## config.mk

```make
export PLATFORM = sky130hd
export DESIGN_NAME = alarma_timbre
export DESIGN_NICKNAME = d
export VERILOG_FILES = /design/src/rtl/alarma_timbre.sv
export SDC_FILE = /design/constraint.sdc
export NUM_CORES = 1
export LEC_CHECK = 0
export ABC_CLOCK_PERIOD_IN_PS = 4850
export CAP_MARGIN = 20
export CORE_ASPECT_RATIO = 0.5
export CORE_MARGIN = 4
export CORE_UTILIZATION = 50
export CTS_BUF_LIST = sky130_fd_sc_hd__clkbuf_2
export CTS_CLUSTER_SIZE = 30
export DETAILED_ROUTE_END_ITERATION = 8
export PLACE_DENSITY = 0.74
export SYNTH_ARGS = -nofsm -noshare
export SYNTH_HDL_FRONTEND = slang
export SYNTH_SLANG_ARGS = --single-unit
```

## constraint.sdc

```tcl
create_clock -name clk -period 4.85 [get_ports clk]
set_clock_uncertainty 0.05 [all_clocks]
set_input_delay 0.97 -clock clk [delete_from_list [all_inputs] [get_ports clk]]
set_output_delay 0.97 -clock clk [all_outputs]
set_load 0.005 [all_outputs]
```

## src/rtl/alarma_timbre.sv

```systemverilog
// Alarm ringing controller: edge-detects the alarm match flag and the stop/snooze
// buttons, then drives a blinking buzzer/LED with ring timeout and limited snoozes.
module alarma_timbre #(
  parameter int HALF_SEC_CYCLES = 50_000_000,
  parameter int RING_SECONDS    = 60,
  parameter int SNOOZE_SECONDS  = 300,
  parameter int MAX_SNOOZE      = 3
) (
  input  logic       clk,
  input  logic       reset,
  input  logic [7:0] Flag_Pico,
  input  logic       Apagar,
  input  logic       Posponer,
  output logic       Timbre,
  output logic       Led_Alarma,
  output logic       Alarma_Activa,
  output logic [1:0] Estado_Alarma,
  output logic [3:0] Num_Pospuesto
);

  localparam int HW        = (HALF_SEC_CYCLES > 1) ? $clog2(HALF_SEC_CYCLES) : 1;
  localparam int TICKS_MAX = 2 * ((RING_SECONDS > SNOOZE_SECONDS) ? RING_SECONDS : SNOOZE_SECONDS);
  localparam int TW        = $clog2(TICKS_MAX + 1);

  typedef enum logic [1:0] {
    IDLE   = 2'd0,
    RING   = 2'd1,
    SNOOZE = 2'd2
  } state_t;

  state_t          state_reg, state_next;
  logic [3:0]      num_reg, num_next;
  logic [HW-1:0]   half_cnt_reg;
  logic [TW-1:0]   tick_cnt_reg;
  logic            blink_reg;
  logic            flag_prev_reg, apagar_prev_reg, posponer_prev_reg;
  logic            enter;

  logic flag_nz, flag_ev, apagar_ev, posponer_ev;
  logic half_tick, ring_done, snooze_done;

  assign flag_nz     = |Flag_Pico;
  assign flag_ev     = flag_nz  & ~flag_prev_reg;
  assign apagar_ev   = Apagar   & ~apagar_prev_reg;
  assign posponer_ev = Posponer & ~posponer_prev_reg;

  assign half_tick   = (half_cnt_reg == HW'(HALF_SEC_CYCLES - 1));
  assign ring_done   = half_tick && (tick_cnt_reg == TW'(2 * RING_SECONDS - 1));
  assign snooze_done = half_tick && (tick_cnt_reg == TW'(2 * SNOOZE_SECONDS - 1));

  // Previous samples reset high so inputs already asserted at release do not fire.
  always_ff @(posedge clk or posedge reset) begin
    if (reset) begin
      flag_prev_reg     <= 1'b1;
      apagar_prev_reg   <= 1'b1;
      posponer_prev_reg <= 1'b1;
    end else begin
      flag_prev_reg     <= flag_nz;
      apagar_prev_reg   <= Apagar;
      posponer_prev_reg <= Posponer;
    end
  end

  always_comb begin
    state_next = state_reg;
    num_next   = num_reg;
    enter      = 1'b0;
    case (state_reg)
      IDLE: begin
        if (flag_ev) begin
          state_next = RING;
          num_next   = 4'd0;
          enter      = 1'b1;
        end
      end
      RING: begin
        if (apagar_ev) begin
          state_next = IDLE;
          num_next   = 4'd0;
          enter      = 1'b1;
        end else if (posponer_ev && (num_reg < 4'(MAX_SNOOZE))) begin
          state_next = SNOOZE;
          num_next   = num_reg + 4'd1;
          enter      = 1'b1;
        end else if (flag_ev) begin
          state_next = RING;
          enter      = 1'b1;
        end else if (ring_done) begin
          state_next = IDLE;
          num_next   = 4'd0;
          enter      = 1'b1;
        end
      end
      SNOOZE: begin
        if (apagar_ev) begin
          state_next = IDLE;
          num_next   = 4'd0;
          enter      = 1'b1;
        end else if (flag_ev || snooze_done) begin
          state_next = RING;
          enter      = 1'b1;
        end
      end
      default: begin
        state_next = IDLE;
        num_next   = 4'd0;
        enter      = 1'b1;
      end
    endcase
  end

  always_ff @(posedge clk or posedge reset) begin
    if (reset) begin
      state_reg <= IDLE;
      num_reg   <= 4'd0;
    end else begin
      state_reg <= state_next;
      num_reg   <= num_next;
    end
  end

  // Timebase restarts on every state entry, including a RING re-entry.
  always_ff @(posedge clk or posedge reset) begin
    if (reset) begin
      half_cnt_reg <= '0;
      tick_cnt_reg <= '0;
      blink_reg    <= 1'b0;
    end else if (enter) begin
      half_cnt_reg <= '0;
      tick_cnt_reg <= '0;
      blink_reg    <= 1'b1;
    end else if (state_reg == IDLE) begin
      half_cnt_reg <= '0;
      tick_cnt_reg <= '0;
    end else if (half_tick) begin
      half_cnt_reg <= '0;
      tick_cnt_reg <= tick_cnt_reg + TW'(1);
      blink_reg    <= ~blink_reg;
    end else begin
      half_cnt_reg <= half_cnt_reg + HW'(1);
    end
  end

  assign Alarma_Activa = (state_reg != IDLE);
  assign Timbre        = (state_reg == RING) & blink_reg;
  assign Led_Alarma    = (state_reg != IDLE) & blink_reg;
  assign Estado_Alarma = state_reg;
  assign Num_Pospuesto = num_reg;

endmodule

```

# After elaboration in Yosys (flattened, before gate mapping)
# Cells that the tools add are included.
# classes
mux,32
n_addsub,3
n_lt_le_gt_ge,1
n_reduce_logical,12
n_eq_ne,12
bitwise,9
# op_table
operator,count
26-bit 2-to-1 mux,3
10-bit 2-to-1 mux,3
"26-bit by 1-bit adder with 26-bit output, second input constant",1
"26-bit == test, second input constant",1
4-bit 2-to-1 mux,6
2-bit 2-to-1 mux,7
4-bit one-hot mux with 3 select lines,1
"10-bit by 1-bit adder with 10-bit output, second input constant",1
"10-bit == test, second input constant",1
"10-bit by 7-bit == test with 1-bit output, second input constant",1
1-bit 2-to-1 mux,10
"4-bit inequality test, second input constant",2
8-bit OR reduction,1
"2-bit inequality test, second input constant",3
2-bit one-hot mux with 3 select lines,1
1-bit AND,5
"5-bit inequality test, second input constant",1
"4-bit by 1-bit adder with 4-bit output, second input constant",1
"4-bit by 2-bit < comparator with 1-bit output, second input constant",1
1-bit NOT,4
4-bit AND reduction,1
2-bit nonzero test,2
1-bit logical AND,3
"3-bit inequality test, second input constant",1
8 further kinds,8
# totals
output_inout_bits,9
inputBits,12
register_bits,46

# Depth between registers and ports, before layout
# Gate-level depths: netlist of run 1.
# logic_depth
word_depth,9
depth_mapped,9
ltp_nobuf,7

# Worst setup path after synthesis of run 1
# OpenSTA, ideal clock, no wires.
# synth_path
path_kind,input port to flip-flop
startpoint,input port Flag_Pico[1]
endpoint,"register num_reg[0], in the netlist Num_Pospuesto[0]"
n_path_buf,0
cell_stages,6
path_slack_ns,2.309
arrival_ns,2.366
cell_sequence,nor4_1 -> a21oi_1 -> nor4_1 -> a21oi_1 -> a211o_1 -> mux2_2
# synth_via
elab_chain_cells,4
elab_cells_between_ends,5
classes_between,eq/ne: 2; bitwise: 1; reduce/logical: 2
# synth_lines
element,line_no,rtl
"start, declared",11,"input logic [7:0] Flag_Pico,"
8-bit OR reduction (*),42,assign flag_nz = |Flag_Pico;
1-bit AND (*),43,assign flag_ev = flag_nz & ~flag_prev_reg;
4-bit inequality test (no source line) / 2-bit inequality test (equally long branches),--,
4-bit AND reduction (no source line) (*),--,
"end signal, assigned",118,num_reg <= num_next;
"end, declared",32,"logic [3:0] num_reg, num_next;"
# Every way passes the cells marked *; elsewhere a longest branch is shown, timed or not.
# A chain may end at the register's enable or synchronous reset.

# Final worst setup path of run 1
# layout_path
startpoint,"register state_reg[0], in the netlist Estado_Alarma[0]"
endpoint,output port Alarma_Activa
# layout_via
elab_chain_cells,1
# layout_lines
element,line_no,rtl
"start, declared",31,"state_t state_reg, state_next;"
"start signal, assigned",117,state_reg <= state_next;
2-bit nonzero test,144,assign Alarma_Activa = (state_reg != IDLE);
"end, declared",16,"output logic Alarma_Activa,"
# No other way between the ends.

==> results.sh, run 1 <==
export IMPL_ir_drop_mv=0.1227
export IMPL_die_h_um=58.08
export IMPL_cts_buffer_depth=2
export IMPL_fin_cells=344
export IMPL_nets=296
export IMPL_firstDrtPassIters=4
export IMPL_relSlewSlack=0.4025
export IMPL_tritoncts="built"
export IMPL_finalWorstSetupSlack_ps=1894
export IMPL_grt_max_degree=47
export IMPL_die_w_um=108.1
export IMPL_synthArstFlopShare=1.000
export IMPL_synth_seq_cells=46
export IMPL_vias=1788
export IMPL_hp_start="half_cnt_reg[0]$_DFF_PP0_"
export IMPL_drv_cap=0
export IMPL_drive_above_1_share=0.1007
export IMPL_worstSkewPairLatency_ps=420
export IMPL_hold_slack_ps=459.5
export IMPL_hold_path_class="reg -> reg"
export IMPL_critPathCapture="Alarma_Activa"
export IMPL_drt_total_wl_mm=4.707
export IMPL_cts_buffers_inserted=5
export IMPL_cts_resized_gates=0
export IMPL_synth_most_common_cell="nor2_1"
export IMPL_diodes=0
export IMPL_initialDrtViolationCount=69
export IMPL_dieArea_um2=6281
export IMPL_clk_pin_slew_worst_paths_ps=230
export IMPL_synthCells=256
export IMPL_tightest_slew_ps=873.6
export IMPL_drt_wirelength_per_cell_um=13.68
export IMPL_critPathKind="reg -> out"
export IMPL_grt_usage=0.1653
export IMPL_rsz0062_at_grt="false"
export IMPL_ys_top_cells_by_count="nor2_1, dfrtp_1, nand2_1, xnor2_1, xor2_1"
export IMPL_cp_max_fo=9
export IMPL_max_freq_mhz=338.3
export IMPL_r2r_cells=7
export IMPL_area_growth_pct=12.33
export IMPL_yosys_area_top_type="dfrtp_1"
export IMPL_h_tree_depth=2
export IMPL_place_gp_congestion=0.8392
export IMPL_antenna_left=0
export IMPL_ios=21
export IMPL_critPathArrivalTime_ps=1940
export IMPL_grt_pass1_vias=1817
export IMPL_hold_buffers=0
export IMPL_startpoint="Estado_Alarma[0]$_DFFE_PP0P_"
export IMPL_ys_seq_area_frac=0.4606
export IMPL_synth_nets=275
export IMPL_synth_top_area_share=0.4291
export IMPL_yosysWarnings=0
export IMPL_outcome="finished clean"
export IMPL_worstSetupEndpointType="primary output"
export IMPL_yosys_top_cells_area="dfrtp_1, nor2_1, xnor2_1"
export IMPL_initial_core_util=0.5432
export IMPL_fin_tns_setup_ps=0
export IMPL_rows=17
export IMPL_place_inst=336
export IMPL_grt_ovfl_total=0
export IMPL_final_core_util=0.6102
export IMPL_reg2reg_slack_ps=2310
export IMPL_cellLeakagePower_nw=1.109
export IMPL_synth_edf_count=0
export IMPL_hold_viol_final=0
export IMPL_clkSinkCount=46
export IMPL_largest_register_ffs=26
export IMPL_r2r_start="tick_cnt_reg[0]$_DFFE_PP0P_"
export IMPL_required_ps=3830
export IMPL_dp_hpwl_mm=3.440
export IMPL_root_buffer="clkbuf_2"
export IMPL_core_area_um2=4616
export IMPL_synth_ff_type="dfrtp_1"
export IMPL_postCtsSetupBuffers=0
export IMPL_power_density_nw_per_um2=275.7
export IMPL_grt_pass1_wl_mm=8.314
export IMPL_worst_setup_path_start_kind="flop"
export IMPL_vias_per_cell=5.198
export IMPL_dp_slack_ps=1537
export IMPL_slew_viol_final=0
export IMPL_period_share=0.6095
export IMPL_drc_errors=0
export IMPL_synth_distinct_cells=53
export IMPL_r2r_end="half_cnt_reg[16]$_DFF_PP0_"
export IMPL_syn_area_um2=2507
export IMPL_period_minus_slack_ps=2956
export IMPL_syn_area_per_cell_um2=9.795
export IMPL_port_buffers=20
export IMPL_setup_viol=0
export IMPL_antenna_found_initial=0
==> worst min-delay path by stage <==
stage / end / cells past startpoint
floorplan: half_cnt_reg[0]$_DFF_PP0_ / 1
global placement: half_cnt_reg[0]$_DFF_PP0_ / 1
detailed placement: Num_Pospuesto[2]$_DFFE_PP0P_ / 1
CTS: half_cnt_reg[0]$_DFF_PP0_ / 1
global route: half_cnt_reg[0]$_DFF_PP0_ / 1
finish: half_cnt_reg[0]$_DFF_PP0_ / 1
==> per-layer routing <==
layer / wire, um / part of all wire / GRT usage / vias up
met4: 27 / 0.0057 / 0.03777 / 0
li1: - / - / - / 913
met3: 164 / 0.035 / 0.03448 / 2
met5: 0 / 0 / 0 / -
met1: 2402 / 0.51 / 0.2236 / 855
met2: 2113 / 0.45 / 0.2765 / 18
==> report_power, final <==
part	switching, W	internal, W	leakage [nW]
Clock	0.000125	0.0000865	0.0352
Sequential	0.0000108	0.000395	0.627
Combinational	0.0000921	0.0000666	0.447
Total	0.000228	0.000548	1.11
==> cell usage in the layout (no fill, tap or decap), types with 3 or more instances in the layout <==
cell type	synthesis	layout
xor2_1	16	16
dfrtp_1	43	43
clkdlybuf4s50_1	0	20
nand4_1	5	5
clkbuf_2	0	5
ha_1	7	7
nand2_1	26	26
nand3_1	9	9
nor2_1	48	48
and3_1	4	4
dfstp_2	3	3
xnor2_1	18	18
or3_1	3	3
nor3_1	8	8
and2_1	4	4
inv_1	7	6
nor4_1	5	5
==> per-stage QoR <==
| step | total power, W | area (um^2) |
|---|---|---|
| 2_1_floorplan | 0.0005151 | 2507 |
| 3_3_place_gp | 0.0005715 | 2746 |
| 3_5_place_dp | 0.0005739 | 2746 |
| 4_1_cts | 0.0007902 | 2816 |
| 5_1_grt | 0.0008273 | 2816 |
| 6_report | 0.0007765 | 2816 |
==> cell type report <==
class                   instances  area, um^2
fillers                       403        1799
multi-input cells             196        1275
flip-flops and latches         46        1155
repair buffers                 21       207.7
well taps                      66       82.58
clock inverters                 3       45.04
inverters                       7       26.28
clock buffers                   5       25.02
==> critical path, stage by stage, from the launching register on <==
cell and delay [ps]:
dfrtp_1 480, inv_1 80, ha_1 300, inv_1 150
clkdlybuf4s50_1 520
==> kinds of logic after synthesis <==
| family | count (synthesis) | share of synthesized area |
|---|---|---|
| xor gates and xnor gates | 34 | 0.1188 |
| DFF | 46 | 0.4606 |
| muxes | 3 | 0.01447 |
| buffers and inverters | 14 | 0.03094 |
| adders and majority gates | 7 | 0.03493 |
| and+or+nand+nor | 135 | 0.2884 |
| AOI/OAI and AO/OA | 17 | 0.05190 |
Power figures use the tool's default switching activity.
==> run 2, diff against run 1 <==
ABC_CLOCK_PERIOD_IN_PS = 2900   (was 4850)
clock period = 2.9 ns   (was 4.85 ns; I/O delays follow)
==> results.sh, run 2 (same netlist as run 1, synthesis figures left out) <==
export IMPL_outcome="finished clean"
export IMPL_required_ps=2270
export IMPL_critPathArrivalTime_ps=1950
export IMPL_period_minus_slack_ps=2575
export IMPL_cts_buffers_inserted=5
export IMPL_placed_area_um2=2769
export IMPL_firstDrtPassIters=4
export IMPL_nets=299
export IMPL_reg2reg_slack_ps=570
export IMPL_slew_viol_final=0
export IMPL_grt_usage=0.1763
export IMPL_drt_wirelength_per_cell_um=14.15
export IMPL_ios=21
export IMPL_hold_path_class="reg -> reg"
export IMPL_area_growth_pct=13.12
export IMPL_ir_drop_mv=0.2099
export IMPL_power_density_nw_per_um2=469.6
export IMPL_setup_viol=0
export IMPL_fillCellCount=404
export IMPL_r2r_cells=5
export IMPL_port_buffers=20
export IMPL_grt_ovfl_total=0
export IMPL_cts_resized_gates=0
export IMPL_layout_commonest_cell="nor2_1"
export IMPL_hold_end="half_cnt_reg[0]$_DFF_PP0_"
export IMPL_initial_core_util=0.5432
export IMPL_final_cell_area_um2=2836
export IMPL_layout_common_cells="nor2_1, dfrtp_1, nand2_1"
export IMPL_antenna_left=0
export IMPL_r2r_start="Num_Pospuesto[0]$_DFFE_PP0P_"
export IMPL_grt_pass1_vias=2006
export IMPL_tritoncts="built"
export IMPL_largest_register_ffs=26
export IMPL_drt_total_wl_mm=4.909
export IMPL_dieArea_um2=6281
export IMPL_grt_max_degree=47
export IMPL_hold_buffers=0
export IMPL_core_area_um2=4616
export IMPL_die_w_um=108.1
export IMPL_period_share=0.8881
export IMPL_rsz0062_at_grt="false"
export IMPL_critPathKind="reg -> out"
export IMPL_vias_per_cell=5.438
export IMPL_worst_setup_path_start_kind="flop"
export IMPL_max_freq_mhz=388.3
export IMPL_die_h_um=58.08
export IMPL_place_gp_congestion=0.8762
export IMPL_drive_above_1_share=0.1103
export IMPL_clkSinkCount=46
export IMPL_cts_buffer_depth=2
export IMPL_tightest_slew_ps=727.7
export IMPL_r2r_end="Num_Pospuesto[0]$_DFFE_PP0P_"
export IMPL_hold_viol_final=0
export IMPL_worstSetupEndpointType="primary output"
export IMPL_grt_pass1_wl_mm=8.873
export IMPL_worstSkewPairLatency_ps=430
export IMPL_root_buffer="clkbuf_2"
export IMPL_relSlewSlack=0.5023
export IMPL_vias=1887
export IMPL_h_tree_depth=2
export IMPL_hp_start="half_cnt_reg[0]$_DFF_PP0_"
export IMPL_rows=17
export IMPL_cellLeakagePower_nw=1.127
export IMPL_drc_errors=0
export IMPL_initialDrtViolationCount=73
export IMPL_cp_max_fo=9
export IMPL_postCtsSetupBuffers=0
export IMPL_fin_tns_setup_ps=0
export IMPL_clk_pin_slew_worst_paths_ps=230
export IMPL_hold_depth=1
export IMPL_drv_cap=0
export IMPL_diodes=0
export IMPL_dp_hpwl_mm=3.548
export IMPL_antenna_found_initial=0
==> run 2: cell count changes in the layout (fill, tap and decap cells not counted), sizes merged <==
cell / previous run / this run
buf: 1 / 4
clkbuf: 5 / 6
clkinvlp: 2 / 1
==> run 2: how the worst max path moves through the flow <==
stage / start / endpoint / slack, ps / cells after the start
final: Estado_Alarma[0]$_DFFE_PP0P_ / Led_Alarma / 320 / 4
after global routing: Estado_Alarma[0]$_DFFE_PP0P_ / Led_Alarma / 120 / 4
after CTS: Estado_Alarma[0]$_DFFE_PP0P_ / Led_Alarma / 280 / 4
after detailed placement: Flag_Pico[5] / Num_Pospuesto[0]$_DFFE_PP0P_ / 120 / 7
after global placement: Flag_Pico[5] / Num_Pospuesto[0]$_DFFE_PP0P_ / 210 / 7
after floorplan: Flag_Pico[1] / Num_Pospuesto[0]$_DFFE_PP0P_ / 750 / 6
==> run 2: cell type report <==
cell class	instances	area, um^2	area share
timing repair buffer	24	230.2	0.08116
inverter	7	26.28	0.009263
sequential	46	1155	0.4071
clock inverter	2	37.54	0.01323
multi-input combinational	196	1275	0.4495
tap	66	82.58	0.02911
clock buffer	6	30.03	0.01059
==> run 2: power breakdown <==
group	switching, W	total, W	internal, W	leakage, nW
Clock	0.000215	0.000364	0.000149	0.0392
Combinational	0.000162	0.000288	0.000126	0.461
Sequential	0.0000185	0.000680	0.000661	0.627
Total	0.000395	0.00133	0.000936	1.13
==> run 2: layer usage <==
layer / global-route usage / routed length [um] / vias to the layer above
met5: 0 / 0 / -
met4: 0.04856 / 57 / 0
met3: 0.03893 / 177 / 7
met2: 0.3083 / 2379 / 31
met1: 0.2235 / 2295 / 932
li1: - / - / 917
==> run 2: stage by stage <==
stage / utilization / setup WS (ps) / power [W] / std cells / hold slack, ps
after floorplan: - / 749.1 / 0.0008614 / 256 / 404.9
after CTS: 0.6145 / 280.0 / 0.001341 / 347 / 473.9
after global placement: 0.5999 / 206.1 / 0.0009713 / 339 / 422.0
final: 0.6145 / 324.5 / 0.001332 / 347 / 468.9
after global routing: 0.6145 / 119.4 / 0.001408 / 347 / 458.1
after detailed placement: 0.5999 / 115.2 / 0.0009773 / 339 / 440.4
==> run 2: critical path, stage by stage (launching register included) <==
cell,delay (ps)
dfrtp_1,470
inv_1,80
ha_1,310
nor2b_1,150
clkdlybuf4s50_1,520
==> run 3, diff against run 2 <==
CELL_PAD_IN_SITES_DETAIL_PLACEMENT = 2   (was not set)
CELL_PAD_IN_SITES_GLOBAL_PLACEMENT = 2   (was not set)
CORE_UTILIZATION = 38   (was 50)
PLACE_DENSITY = 0.78   (was 0.74)
==> results.sh, run 3 (same netlist as run 1, synthesis figures left out) <==
export IMPL_drv_cap=0
export IMPL_hold_viol_final=0
export IMPL_critPathKind="reg -> out"
export IMPL_cellLeakagePower_nw=1.118
export IMPL_cts_resized_gates=0
export IMPL_diodes=0
export IMPL_largest_register_ffs=26
export IMPL_clkSinkCount=46
export IMPL_dp_hpwl_mm=4.898
export IMPL_dieArea_um2=8041
export IMPL_worst_setup_path_start_kind="flop"
export IMPL_cts_buffer_depth=2
export IMPL_vias_per_cell=5.264
export IMPL_die_w_um=122.9
export IMPL_vias=1937
export IMPL_cp_cell_sequence="inv_1 > ha_1 > inv_1 > clkdlybuf4s50_1"
export IMPL_placed_area_um2=2796
export IMPL_area_growth_pct=12.92
export IMPL_power_density_nw_per_um2=444.0
export IMPL_final_cell_area_um2=2831
export IMPL_max_freq_mhz=376.4
export IMPL_drc_errors=0
export IMPL_clk_pin_slew_worst_paths_ps=250
export IMPL_antenna_left=0
export IMPL_drt_wirelength_per_cell_um=17.77
export IMPL_cpPeakStageDelay_ps=520
export IMPL_tightest_slew_ps=681.6
export IMPL_r2r_start="tick_cnt_reg[0]$_DFFE_PP0P_"
export IMPL_initial_core_util=0.4024
export IMPL_hold_slack_ps=303.9
export IMPL_slew_viol_final=0
export IMPL_setup_viol=0
export IMPL_critPathArrivalTime_ps=2030
export IMPL_hold_path_class="in -> async"
export IMPL_r2r_cells=8
export IMPL_grt_usage=0.1808
export IMPL_die_h_um=65.44
export IMPL_ir_drop_mv=0.1441
export IMPL_initialDrtViolationCount=74
export IMPL_grt_pass1_wl_mm=11.23
export IMPL_fillCellCount=657
export IMPL_layout_common_cells="nor2_1, dfrtp_1, nand2_1"
export IMPL_hold_buffers=0
export IMPL_h_tree_depth=2
export IMPL_critPathMostFrequentCell="inv_1"
export IMPL_postCtsSetupBuffers=0
export IMPL_firstDrtPassIters=4
export IMPL_worstSetupEndpointType="primary output"
export IMPL_required_ps=2270
export IMPL_grt_pass1_vias=2238
export IMPL_r2r_end="half_cnt_reg[13]$_DFF_PP0_"
export IMPL_cts_buffers_inserted=5
export IMPL_cp_slowest_cell="clkdlybuf4s50_1"
export IMPL_grt_ovfl_total=0
export IMPL_tritoncts="built"
export IMPL_core_area_um2=6231
export IMPL_worstSkewPairLatency_ps=440
export IMPL_period_share=0.9161
export IMPL_relSlewSlack=0.5338
export IMPL_rsz0062_at_grt="false"
export IMPL_period_minus_slack_ps=2657
export IMPL_nets=299
export IMPL_antenna_found_initial=0
export IMPL_port_buffers=20
export IMPL_drive_above_1_share=0.1107
export IMPL_outcome="finished clean"
export IMPL_cp_max_fo=9
export IMPL_layout_commonest_cell="nor2_1"
export IMPL_root_buffer="clkbuf_2"
export IMPL_grt_max_degree=23
export IMPL_ios=21
export IMPL_place_gp_congestion=0.7677
export IMPL_reg2reg_slack_ps=520
export IMPL_rows=20
export IMPL_drt_total_wl_mm=6.541
[run 3: cell types whose count changed in the layout (fill, tap and decap cells not counted), sizes merged]
cell	delta
bufinv	-1
clkbuf	-1
clkinv	+1
clkinvlp	-1
inv	+1
[run 3: layer usage]
layer | global-route usage | wire (um)
met5 | 0 | 0
met4 | 0.05160 | 78
met3 | 0.04385 | 237
met2 | 0.3127 | 3171
met1 | 0.2261 | 3053
[run 3: power breakdown]
group,leakage (nW),switching [W],total (W),internal [W]
logic,0.463,0.000172,0.000299,0.000127
clock network,0.0286,0.000224,0.000277,0.0000523
registers,0.627,0.0000201,0.000681,0.000661
total,1.12,0.000416,0.00126,0.000841
[run 3: worst max path at each step]
stage | slack, ps | from | cells past startpoint | endpoint
floorplan | 750 | Flag_Pico[1] | 6 | Num_Pospuesto[0]$_DFFE_PP0P_
global route | 70 | Estado_Alarma[1]$_DFFE_PP0P_ | 4 | Alarma_Activa
detailed placement | -90 | Flag_Pico[1] | 7 | Num_Pospuesto[0]$_DFFE_PP0P_
global placement | 180 | Flag_Pico[5] | 7 | Num_Pospuesto[0]$_DFFE_PP0P_
finish | 240 | Estado_Alarma[0]$_DFFE_PP0P_ | 4 | Alarma_Activa
CTS | 200 | Estado_Alarma[0]$_DFFE_PP0P_ | 4 | Alarma_Activa
[run 3: area by class of cell]
type	count	area, um^2	share of cell area
sequential	46	1155	0.4079
timing repair buffer	24	230.2	0.08131
clock inverter	2	10.01	0.003535
tap	88	110.1	0.03889
inverter	7	26.28	0.009280
clock buffer	5	25.02	0.008838
multi-input combinational	196	1275	0.4503
[run 3: critical path: cells and delay by family (launching register included)]
kind / cells / cell delay (ps)
fa+ha+maj: 1 / 330
buf+inv: 3 / 760
flops: 1 / 510
[run 3: through the flow]
stage          power [W]  TNS (ps)  utilization  std cells  worst slack [ps]
6_report        0.001257         0       0.4544        368             243.2
5_1_grt         0.001345         0       0.4544        368             71.51
4_1_cts         0.001280         0       0.4544        368             196.2
3_5_place_dp   0.0009967    -129.8       0.4488        361            -90.11
3_3_place_gp   0.0009805         0       0.4488        361             176.9
2_1_floorplan  0.0008614         0            -        256             749.1
